## src/rtl/seqdec_pkg.sv

```systemverilog
// Shared defaults and sizing helper for the programmable serial sequence detector.
package seqdec_pkg;

  localparam int unsigned PAT_W_DEF = 8;
  localparam int unsigned CNT_W_DEF = 16;

  // The fill counter must be able to hold the value PAT_W itself.
  function automatic int unsigned fill_w(input int unsigned pat_w);
    return $clog2(pat_w + 1);
  endfunction

endpackage

```

## src/rtl/seqdec_win.sv

```systemverilog
// Sliding bit window: shift history, saturating fill count and fresh-sample flag.
module seqdec_win
  import seqdec_pkg::*;
#(
  parameter int unsigned PAT_W = PAT_W_DEF
) (
  input  logic             clk_i,
  input  logic             rst_i,
  input  logic             valid_i,
  input  logic             bit_i,
  input  logic             flush_i,
  input  logic             restart_i,
  output logic [PAT_W-1:0] hist_o,
  output logic             new_o,
  output logic             full_o
);

  localparam int unsigned      FW       = fill_w(PAT_W);
  localparam logic [FW-1:0]    FILL_MAX = FW'(PAT_W);

  logic [PAT_W-1:0] hist_q, hist_d;
  logic [FW-1:0]    fill_q, fill_d;
  logic             new_q,  new_d;

  always_comb begin
    hist_d = hist_q;
    fill_d = fill_q;
    new_d  = valid_i;
    if (valid_i) begin
      hist_d = {hist_q[PAT_W-2:0], bit_i};
      if (fill_q != FILL_MAX) fill_d = fill_q + 1'b1;
    end
    // Non-overlapping restart: the bit sampled on the hit edge seeds the new window.
    if (restart_i) fill_d = valid_i ? FW'(1) : '0;
    if (flush_i) begin
      hist_d = '0;
      fill_d = '0;
      new_d  = 1'b0;
    end
  end

  always_ff @(posedge clk_i) begin
    if (rst_i) begin
      hist_q <= '0;
      fill_q <= '0;
      new_q  <= 1'b0;
    end else begin
      hist_q <= hist_d;
      fill_q <= fill_d;
      new_q  <= new_d;
    end
  end

  assign hist_o = hist_q;
  assign new_o  = new_q;
  assign full_o = (fill_q == FILL_MAX);

endmodule

```

## src/rtl/seqdec_prog.sv

```systemverilog
// Programmable masked sequence detector with saturating match counter and hit pulse.
module seqdec_prog
  import seqdec_pkg::*;
#(
  parameter int unsigned PAT_W = PAT_W_DEF,
  parameter int unsigned CNT_W = CNT_W_DEF
) (
  input  logic             Clk,
  input  logic             Reset,
  input  logic             InA,
  input  logic             Valid,
  input  logic             Load,
  input  logic [PAT_W-1:0] PatIn,
  input  logic [PAT_W-1:0] MaskIn,
  input  logic             Overlap,
  input  logic             Clear,
  output logic [CNT_W-1:0] Out,
  output logic             Hit,
  output logic             Sat
);

  logic [PAT_W-1:0] pat_q,  pat_d;
  logic [PAT_W-1:0] mask_q, mask_d;
  logic [CNT_W-1:0] cnt_q,  cnt_d;
  logic             hit_q,  hit_d;
  logic             sat_q,  sat_d;

  logic [PAT_W-1:0] hist;
  logic             win_new;
  logic             win_full;
  logic             flush;
  logic             match;
  logic             take;

  assign flush = Load | Clear;
  assign match = win_new & win_full & (((hist ^ pat_q) & mask_q) == '0);
  // A match pending on a Load/Clear edge is dropped.
  assign take  = match & ~flush;

  seqdec_win #(.PAT_W(PAT_W)) u_win (
    .clk_i     (Clk),
    .rst_i     (Reset),
    .valid_i   (Valid),
    .bit_i     (InA),
    .flush_i   (flush),
    .restart_i (take & ~Overlap),
    .hist_o    (hist),
    .new_o     (win_new),
    .full_o    (win_full)
  );

  always_comb begin
    pat_d  = pat_q;
    mask_d = mask_q;
    cnt_d  = cnt_q;
    sat_d  = sat_q;
    hit_d  = take;
    if (take) begin
      if (&cnt_q) sat_d = 1'b1;
      else        cnt_d = cnt_q + 1'b1;
    end
    if (Load) begin
      pat_d  = PatIn;
      mask_d = MaskIn;
    end
    if (Clear) begin
      cnt_d = '0;
      sat_d = 1'b0;
    end
  end

  always_ff @(posedge Clk) begin
    if (Reset) begin
      pat_q  <= '0;
      mask_q <= '0;
      cnt_q  <= '0;
      hit_q  <= 1'b0;
      sat_q  <= 1'b0;
    end else begin
      pat_q  <= pat_d;
      mask_q <= mask_d;
      cnt_q  <= cnt_d;
      hit_q  <= hit_d;
      sat_q  <= sat_d;
    end
  end

  assign Out = cnt_q;
  assign Hit = hit_q;
  assign Sat = sat_q;

endmodule

```

## config.mk

```make
export PLATFORM = sky130hd
export DESIGN_NAME = seqdec_prog
export DESIGN_NICKNAME = d
export VERILOG_FILES = /design/src/rtl/seqdec_pkg.sv /design/src/rtl/seqdec_win.sv /design/src/rtl/seqdec_prog.sv
export SDC_FILE = /design/constraint.sdc
export NUM_CORES = 1
export LEC_CHECK = 0
export ABC_AREA = 1
export CAP_MARGIN = 40
export CORE_MARGIN = 8
export CORE_UTILIZATION = 45
export CTS_CLUSTER_SIZE = 28
export DETAILED_ROUTE_END_ITERATION = 10
export DONT_BUFFER_PORTS = 1
export HOLD_SLACK_MARGIN = 0.02
export SLEW_MARGIN = 20
export SYNTH_ARGS = -nofsm -noshare
export SYNTH_HDL_FRONTEND = slang
export SYNTH_HIERARCHICAL = 1
export SYNTH_SLANG_ARGS = --single-unit
```

## constraint.sdc

```tcl
create_clock -name Clk -period 3.5 [get_ports Clk]
set_input_delay 0.7 -clock Clk [delete_from_list [all_inputs] [get_ports Clk]]
set_output_delay 0.7 -clock Clk [all_outputs]
set_load 0.005 [all_outputs]
```

# Yosys cells after proc, flatten, opt, wreduce, memory -nomap -nowiden
# Cells that the tools add are included.
[word_totals] ff_bits=47 word_cells=35 output_inout_bits=18 in_bits=23
[op_classes] addsub=2 n_eq_ne=2 muxes=4 bitwise=10 reduce_logical=9
[ops] operator="$reduce_and 17->1" n=1
[ops] operator="$add 16x1->16 const B" n=1
[ops] operator="$reduce_and 16->1" n=1
[ops] operator="$mux 4" n=3
[ops] operator="$and 8x8->8" n=1
[ops] operator="$logic_not 8->1" n=1
[ops] operator="$xor 8x8->8" n=1
[ops] operator="$add 4x1->4 const B" n=1
[ops] operator="$and 1x1->1" n=4
[ops] operator="$eq 4x4->1 const B" n=1
[ops] operator="$ne 4x4->1 const B" n=1
[ops] operator="$reduce_and 2->1" n=2
[ops] operator="$reduce_bool 2->1" n=2
[ops] operator="$reduce_or 2->1" n=2
[ops] operator="$not 1->1" n=3
[ops] operator="$mux 1" n=1
[ops] operator="$or 1x1->1" n=1

# Longest topological paths before layout
# Gate-level depths: netlist (run 1).
[depth] ltp_word=8 depth_mapped=15 mapped_depth_nobuf=14

# Cells and area by module
# Netlist (run 1), hierarchy kept.
[modules_own_cells] module="seqdec_prog" area_per_inst_um2=1681.6 n_inst=1 cells_per_inst=265 seq_area_each_um2=680.7
[modules_own_cells] module="seqdec_win" area_per_inst_um2=560.5 n_inst=1 cells_per_inst=72 seq_area_each_um2=260.2

# Worst setup path after synthesis (run 1)
# OpenSTA, ideal clock, no wires.
[synth_timing] kind="input port to flip-flop" from="input Load" to="register u_win.fill_q[0]" t_required_ns=3.387 n_path_buf=1 t_arrival_ns=1.940 setup_slack_ns=1.447 path_stages=12 setup_time_ns=0.113 cell_sequence="nor2_2 -> nand3_1 -> nor2_1 -> nand3_2 -> nor2_8 -> buf_6 -> inv_1 -> nor2_1 -> or2_1 -> nand2_1 -> nand3_1 -> nand2_1"
[synth_via] elab_chain_len=6 elab_cells_between_ends=9 cone_classes="mux: 1; bitwise: 4; reduce/logical: 4"
[synth_rtl] element="start: declaration" line="seqdec_prog.sv:12" text="input logic Load,"
[synth_rtl] element="$or 1x1->1 *" line="seqdec_prog.sv:35" text="assign flush = Load | Clear;"
[synth_rtl] element="$not 1->1" line="seqdec_prog.sv:38" text="assign take = match & ~flush;"
[synth_rtl] element="$and 1x1->1" line="seqdec_prog.sv:38"
[synth_rtl] element="$and 1x1->1" line="seqdec_prog.sv:46" text=".restart_i (take & ~Overlap),"
[synth_rtl] element="$reduce_bool 2->1 (no source line)"
[synth_rtl] element="$reduce_and 2->1 (no source line)"
[synth_rtl] element="end signal: assignment" line="seqdec_win.sv:49" text="fill_q <= fill_d;"
[synth_rtl] element="end: declaration" line="seqdec_win.sv:22" text="logic [FW-1:0] fill_q, fill_d;"
# Mark *: on every way between the ends. The rest lies on a longest branch, timed or not.
# A chain may end at the register's enable or synchronous reset.

# Final worst setup path (run 1)
[layout_timing] from="register u_win.fill_q[0]" to="register u_win.fill_q[0]"
[layout_via] elab_chain_len=7 elab_cells_between_ends=13 cone_classes="add/sub: 1; eq/ne: 2; mux: 3; bitwise: 4; reduce/logical: 3"
[layout_rtl] element="$eq 4x4->1 *" line="seqdec_win.sv:56" text="assign full_o = (fill_q == FILL_MAX);"
[layout_rtl] element="named net win_full" line="seqdec_prog.sv:30" text="logic win_full;"
[layout_rtl] element="$and 1x1->1 * (2 in series)" line="seqdec_prog.sv:36" text="assign match = win_new & win_full & (((hist ^ pat_q) & mask_q) == '0);"
[layout_rtl] element="$and 1x1->1 *" line="seqdec_prog.sv:38"
[layout_rtl] element="$and 1x1->1 *" line="seqdec_prog.sv:46"
[layout_rtl] element="$reduce_bool 2->1 (no source line)"
[layout_rtl] element="$reduce_and 2->1 (no source line)"
# Mark *: on every way through the listed nets, which the timed path passes. The rest lies on a longest branch. The select of a mux whose other input is x is not followed.

==> metrics.log, run 1 <==
INFO  metric timing_worst_slew_pin_value = about 0.42 ns
INFO  metric place_ws = 1.29 ns
INFO  metric seq_power_share = between 50 and 60%
INFO  metric crit_required = between 3 and 4 ns
INFO  metric async_flop_share = 0%
INFO  metric dominantRegCellSynth = dfxtp_1
INFO  metric groute.usage.overall = between 10% and 20%
INFO  metric cts_made_buffers = 5
INFO  metric synth.ff_latch_count = 47
INFO  metric synth_seq_area_share = a little over two fifths
INFO  metric viasPerCell = a little under 5
INFO  metric grt_first_pass_wirelength = 8090 um
INFO  metric clock_tree_from_tritoncts = built
INFO  metric final_layout_size_suffix_gt1_share = approximately 5.9%
INFO  metric slew-limit-headroom = 71.9%
INFO  metric syn_area = about 2200 um2
INFO  metric irDropWorstVdd = roughly 260 uV
INFO  metric finClkSkew = about 0.0069 ns
INFO  metric final.setup.worst_slack = approximately 1.3 ns
INFO  metric std_cell_rows = 25
INFO  metric power_switching = 0.211 mW
INFO  metric first_drt_iteration_drcs = about 130
INFO  metric synth_area_per_cell = 6.65 um2
INFO  metric cts_repair_resize_count = 0
INFO  metric placeableCoreArea = 4750 um2
INFO  metric wl_per_cell = about 12 um
INFO  metric number_of_nets_still_failing_antenna_checks_after_routing = 0
INFO  metric timing.hold.worst.class = in2reg
INFO  metric worstSetupEndpointType = flip-flop
INFO  metric width_of_the_chip = 86.6 um
INFO  metric crit_path_start_kind = flip-flop
INFO  metric effective_utilization_at_floorplan = 47.2%
INFO  metric hold_viol_final = 0
INFO  metric status = complete, no violations
INFO  metric route.detailed.drc = 0
INFO  metric cts_hold_buffers = 0
INFO  metric period_minus_slack = 2.19 ns
INFO  metric clk_pin_slew_worst_paths = ~0.08 ns
INFO  metric nets = 363
INFO  metric mappedNetlistNets = between 300 and 400
INFO  metric cap_viol_max_count = 0
INFO  metric post_synth_main_area_contributors = dfxtp_1 42%, nand2_1 14%, nor2_1 13%, nand3_1 5.4%, inv_1 5.2%
INFO  metric cts-htree-levels = 2
INFO  metric crit_type = reg2reg
INFO  metric insertion_delay_to_the_later_sink_of_the_worst_skew_pair = 0.29 ns
INFO  metric die-area = 7500 um2
INFO  metric drtPass1Iterations = 4
INFO  metric synthToLayoutAreaGrowth = 5.47%
INFO  metric cts.repair_timing.setup_buffer_count = 0
INFO  metric cellLeakagePower = about 0.93 nW
INFO  metric number_of_global_route_vias_before_repair = 1803
INFO  metric count_leader_synth = nand2_1
INFO  metric die_height = approximately 87 um
INFO  metric clkPwrFrac = a little over a third
INFO  metric wl = around 4700 um
INFO  metric hpwlAfterDp = between 3000 and 4000 um
INFO  metric grt_setup_unrepaired = false
INFO  metric yosysTopAreaCell = dfxtp_1
INFO  metric final.setup.tns = 0 ns
INFO  metric io_buffer_count = 0
INFO  metric yosys-top-cells-count = 86 x nand2_1, 80 x nor2_1, 47 x dfxtp_1, 31 x inv_1, 24 x nand3_1
INFO  metric sw_frac_of_total = 22.6%
INFO  metric final_max_slew_viol_count = 0
INFO  metric synth.lib_cells_used.distinct = 26
INFO  metric combPwrFrac = ~5.0%
INFO  metric synth_largest_type_area_fraction = 42.0%
INFO  metric synthesis.instances = approximately 340
INFO  metric num_antenna_cells = 0
INFO  metric power_density_cells = between 300 and 400 nW/um2
INFO  metric gp_routability_congestion = a little under 0.8
INFO  metric grt_max_degree = 29
INFO  metric clock_tree.buffer_depth = 2
INFO  metric timing.final.crit_share = between 60% and 70%
INFO  metric vias = just under 2000
INFO  metric cts_root_buf = clkbuf_8
INFO  metric cell_internal_pwr = about 0.72 mW
INFO  metric yosysWarnings = 6
INFO  metric top_level_ports = slightly above 40
INFO  metric maxClockFrequency = between 400 and 500 MHz
INFO  metric worst-endpoint-arrival = between 2 and 2.5 ns
INFO  metric critPathMaxFanout = 28
INFO  metric cts_num_sinks = 47
INFO  metric synth-edff-count = 0
INFO  metric overflow = 0
INFO  metric final-setup-viol-count = 0
INFO  metric grt_antenna_before_repair = 0
flip-flops by register name, summed over array words and instances, names as in the netlist:
signal / flops
Out: 16
Hit: 1
mask_q: 8
u_win/new_o: 1
Sat: 1
u_win/hist_o: 8
u_win/fill_q: 4
pat_q: 8
per-stage QoR:
step,hold WS (ns),utilization (%),total power [mW],area (um2),instances
finish,0.471,49.7,0.932,2360,404
global route,0.454,49.7,0.978,2360,404
CTS,0.458,49.7,0.947,2360,404
detailed placement,0.475,47.9,0.617,2280,397
global placement,0.463,47.9,0.616,2280,397
floorplan,0.448,-,0.610,2240,337
worst paths after layout:
| check | slack, ns | to | depth (start not counted) | startpoint |
|---|---|---|---|---|
| hold / removal | 0.47 | Hit | 1 | Reset |
| setup reg to reg | 1.31 | u_win/fill_q[0] | 14 | u_win/fill_q[0] |
| setup / recovery | 1.31 | u_win/fill_q[0] | 14 | u_win/fill_q[0] |
| hold reg to reg | 0.48 | pat_q[5] | 2 | pat_q[5] |
cell families after synthesis:
| logic type | share of synthesized area, % |
|---|---|
| xor+xnor | 0.391 |
| fa+ha+maj | 1.67 |
| compound gates | 8.65 |
| simple gates | 39.1 |
| flops | 42.0 |
| buf+inv | 8.20 |
critical path: stages, from the launching register on:
cell	delay, ns
dfxtp_1	0.34
inv_1	0.08
ha_1	0.16
nand3_2	0.13
inv_1	0.08
nand3_1	0.07
nor2_1	0.13
nand3_2	0.14
nor2_8	0.32
inv_1	0.10
nor2_1	0.24
or2_1	0.15
nand2_1	0.05
nand3_1	0.06
nand2_1	0.05
layout make-up:
cell class                 count  area [um2]
inverter                      34         128
tap                           67        83.8
timing repair buffer           1        7.51
multi-input combinational    248        1120
clock buffer                   6        82.6
fill                         504        2390
sequential                    47         941
clock inverter                 1        5.00
power by group through the flow:
stage | clock, mW | combinational [mW] | sequential [mW]
2_1_floorplan | 0 | 0.0440 | 0.566
3_3_place_gp | 0 | 0.0477 | 0.569
3_5_place_dp | 0 | 0.0480 | 0.569
4_1_cts | 0.342 | 0.0480 | 0.556
5_1_grt | 0.363 | 0.0556 | 0.559
6_report | 0.328 | 0.0469 | 0.557
per-layer routing:
layer | track usage, % | up-vias | routed length, um
met5 | 0 | - | 0
met4 | 4.38 | 0 | 25
met3 | 5.39 | 2 | 403
met2 | 20.6 | 46 | 1970
met1 | 16.0 | 844 | 2300
li1 | - | 1057 | -
cell usage in the layout (no fill, tap or decap), drive strengths merged:
cell type	netlist	final
nor4	1	1
nor2	85	85
ha	3	3
dfxtp	47	47
nand3b	1	1
xnor2	1	1
or2	4	4
clkbuf	4	6
clkinv	1	2
nand4	2	2
o21ai	17	17
buf	4	1
nand3	26	26
nand2	87	87
a21oi	21	21
inv	33	33
(Power assumes the default switching activity.)
==> inputs of run 2 (changes only) <==
- clock period: 3.5 -> 2.25 ns (I/O delays scaled with it)
==> run 2 against run 1 <==
- via count is 0.72% higher
- clock power is 48% higher
- non-clock buffer count is 1 higher
- cell count is 0.50% higher
- critical path type unchanged
==> metrics.log, run 2 (same netlist as run 1, synthesis figures left out) <==
INFO  metric status = complete, no violations (unchanged)
INFO  metric wl = 4860 um (was 4700 um)
INFO  metric vias = 1963 (was 1949)
INFO  metric timing.critical_path.cells = inv_1 > ha_1 > nand3_2 > inv_1 > nand3_1 > nor2_1 > nand3_2 > nor2_8 > inv_1 > nor2_1 > or2_1 > nand2_1 > nand3_1 > nand2_1 (unchanged)
INFO  metric clock_tree.buffer_depth = 2 (unchanged)
INFO  metric final.setup.tns = 0 ns (unchanged)
INFO  metric cts_made_buffers = 5 (unchanged)
INFO  metric crit_type = reg2reg (unchanged)
INFO  metric grt_antenna_before_repair = 0 (unchanged)
INFO  metric finalInstanceArea = 2370 um2 (was 2360 um2)
INFO  metric finClkSkew = 0.00345 ns (was 0.00687 ns)
INFO  metric cts.repair_timing.setup_buffer_count = 0 (unchanged)
INFO  metric timing.final.crit_share = 85.8% (was 62.7%)
INFO  metric crit_family = simple AND/OR/NAND/NOR gates (unchanged)
INFO  metric period_minus_slack = 1.93 ns (was 2.19 ns)
INFO  metric overflow = 0 (unchanged)
INFO  metric power = 1.43 mW (was 0.932 mW)
INFO  metric hpwlAfterDp = 3630 um (was 3450 um)
INFO  metric grt_setup_unrepaired = false (unchanged)
INFO  metric cts_num_sinks = 47 (unchanged)
INFO  metric top_level_ports = 41 (unchanged)
INFO  metric timing_worst_slew_pin_value = 0.460 ns (was 0.420 ns)
INFO  metric clk_pin_slew_worst_paths = 0.08 ns (about the same)
INFO  metric final_max_slew_viol_count = 0 (unchanged)
INFO  metric cellLeakagePower = 0.929 nW (was 0.928 nW)
INFO  metric nets = 364 (was 363)
INFO  metric worst-endpoint-arrival = 2.12 ns (was 2.39 ns)
INFO  metric multiInputGateArea = 1120 um2 (unchanged)
INFO  metric final-setup-viol-count = 0 (unchanged)
INFO  metric drtPass1Iterations = 4 (unchanged)
INFO  metric final_layout_size_suffix_gt1_share = 5.90% (was 5.93%)
INFO  metric number_of_global_route_vias_before_repair = 1867 (was 1803)
INFO  metric insertion_delay_to_the_later_sink_of_the_worst_skew_pair = 0.29 ns (about the same)
INFO  metric ff_latch_area = 941 um2 (unchanged)
INFO  metric layout.cells.most_common = nand2_1 (unchanged)
INFO  metric placedInstanceArea = 2280 um2 (about the same)
INFO  metric placeableCoreArea = 4750 um2 (unchanged)
INFO  metric slew-limit-headroom = 69.2% (was 71.9%)
INFO  metric cts_repair_resize_count = 0 (unchanged)
INFO  metric fillerInstances = 503 (was 504)
INFO  metric power_density_cells = 602 nW/um2 (was 394 nW/um2)
INFO  metric viasPerCell = 4.83 (was 4.82)
INFO  metric max_reg_flops = 16 (unchanged)
INFO  metric crit_path_start_kind = flip-flop (unchanged)
INFO  metric irDropWorstVdd = 286 uV (was 258 uV)
INFO  metric first_drt_iteration_drcs = 60 (was 125)
INFO  metric effective_utilization_at_floorplan = 47.2% (unchanged)
INFO  metric route.detailed.drc = 0 (unchanged)
INFO  metric grt_max_degree = 28 (was 29)
INFO  metric worstSetupEndpointType = flip-flop (unchanged)
INFO  metric grt_first_pass_wirelength = 8430 um (was 8090 um)
INFO  metric hold_viol_final = 0 (unchanged)
INFO  metric number_of_nets_still_failing_antenna_checks_after_routing = 0 (unchanged)
INFO  metric crit_path_max_incr_delay = 0.34 ns (about the same)
INFO  metric gp_routability_congestion = 0.742 (was 0.772)
INFO  metric cts_root_buf = clkbuf_8 (unchanged)
INFO  metric leading_cell_types_in_the_layout_fill_and_taps_excluded = 86 x nand2_1, 80 x nor2_1, 47 x dfxtp_1 (unchanged)
INFO  metric die-area = 7500 um2 (unchanged)
INFO  metric groute.usage.overall = 13.9% (was 13.2%)
INFO  metric timing.critical_path.mode_cell = inv_1 (unchanged)
INFO  metric die_height = 86.6 um (unchanged)
INFO  metric cap_viol_max_count = 0 (unchanged)
INFO  metric critical_path_buf_inv_count = 3 (unchanged)
INFO  metric cts-htree-levels = 2 (unchanged)
INFO  metric num_antenna_cells = 0 (unchanged)
INFO  metric std_cell_rows = 25 (unchanged)
INFO  metric timing.hold.worst.class = in2reg (unchanged)
INFO  metric cpMaxStageDelayCell = dfxtp_1 (unchanged)
INFO  metric wl_per_cell = 12.0 um (was 11.6 um)
INFO  metric cts_hold_buffers = 0 (unchanged)
INFO  metric width_of_the_chip = 86.6 um (unchanged)
INFO  metric clock_tree_from_tritoncts = built (unchanged)
INFO  metric maxClockFrequency = 518 MHz (was 456 MHz)
INFO  metric io_buffer_count = 0 (unchanged)
INFO  metric crit_required = 2.44 ns (was 3.70 ns)
INFO  metric synthToLayoutAreaGrowth = 5.52% (was 5.47%)
INFO  metric critPathMaxFanout = 6 (was 28)
[run 2: report_power, final]
part | total (mW) | internal [mW] | switching [mW]
clock | 0.485 | 0.218 | 0.267
combinational | 0.0750 | 0.0270 | 0.0480
sequential | 0.865 | 0.853 | 0.0122
total | 1.43 | 1.10 | 0.327
[run 2: worst paths after layout]
| check | cells past startpoint | from | to | slack (ns) |
|---|---|---|---|---|
| setup / recovery | 14 | u_win/fill_q[0] | u_win/fill_q[0] | 0.32 |
| hold / removal | 1 | Reset | Hit | 0.22 |
| setup reg to reg | 14 | u_win/fill_q[0] | u_win/fill_q[0] | 0.32 |
| hold reg to reg | 2 | pat_q[5] | pat_q[5] | 0.48 |
[run 2: metrics by stage]
stage | hold WS (ns) | worst slack (ns) | utilization [%] | std cells
3_3_place_gp | 0.460 | 0.398 | 48.1 | 398
2_1_floorplan | 0.448 | 0.294 | - | 337
5_1_grt | 0.201 | 0.118 | 49.8 | 406
4_1_cts | 0.207 | 0.307 | 49.8 | 406
3_5_place_dp | 0.470 | 0.318 | 48.1 | 398
6_report | 0.222 | 0.318 | 49.8 | 406
[run 2: layout make-up]
class	instances	area share, %
Clock buffer	7	3.23
Inverter	34	5.39
Timing Repair Buffer	2	0.635
Clock inverter	1	0.212
Multi-Input combinational cell	248	47.2
Tap cell	67	3.54
Sequential cell	47	39.8
[run 2: routing by layer]
metal	vias up	track usage [%]	wire length, um
met5	-	0	0
met4	0	5.16	66
met3	7	6.24	418
met2	40	21.3	2050
met1	866	16.6	2320
li1	1050	-	-
[run 2: worst reg2reg max path, cell delays in order, from the launching register on]
cell and delay, ns:
dfxtp_1 0.34, inv_1 0.08, ha_1 0.17, nand3_2 0.14, inv_1 0.08, nand3_1 0.07
nor2_1 0.13, nand3_2 0.13, nor2_8 0.11, inv_1 0.05, nor2_1 0.23, or2_1 0.16
nand2_1 0.05, nand3_1 0.06, nand2_1 0.05
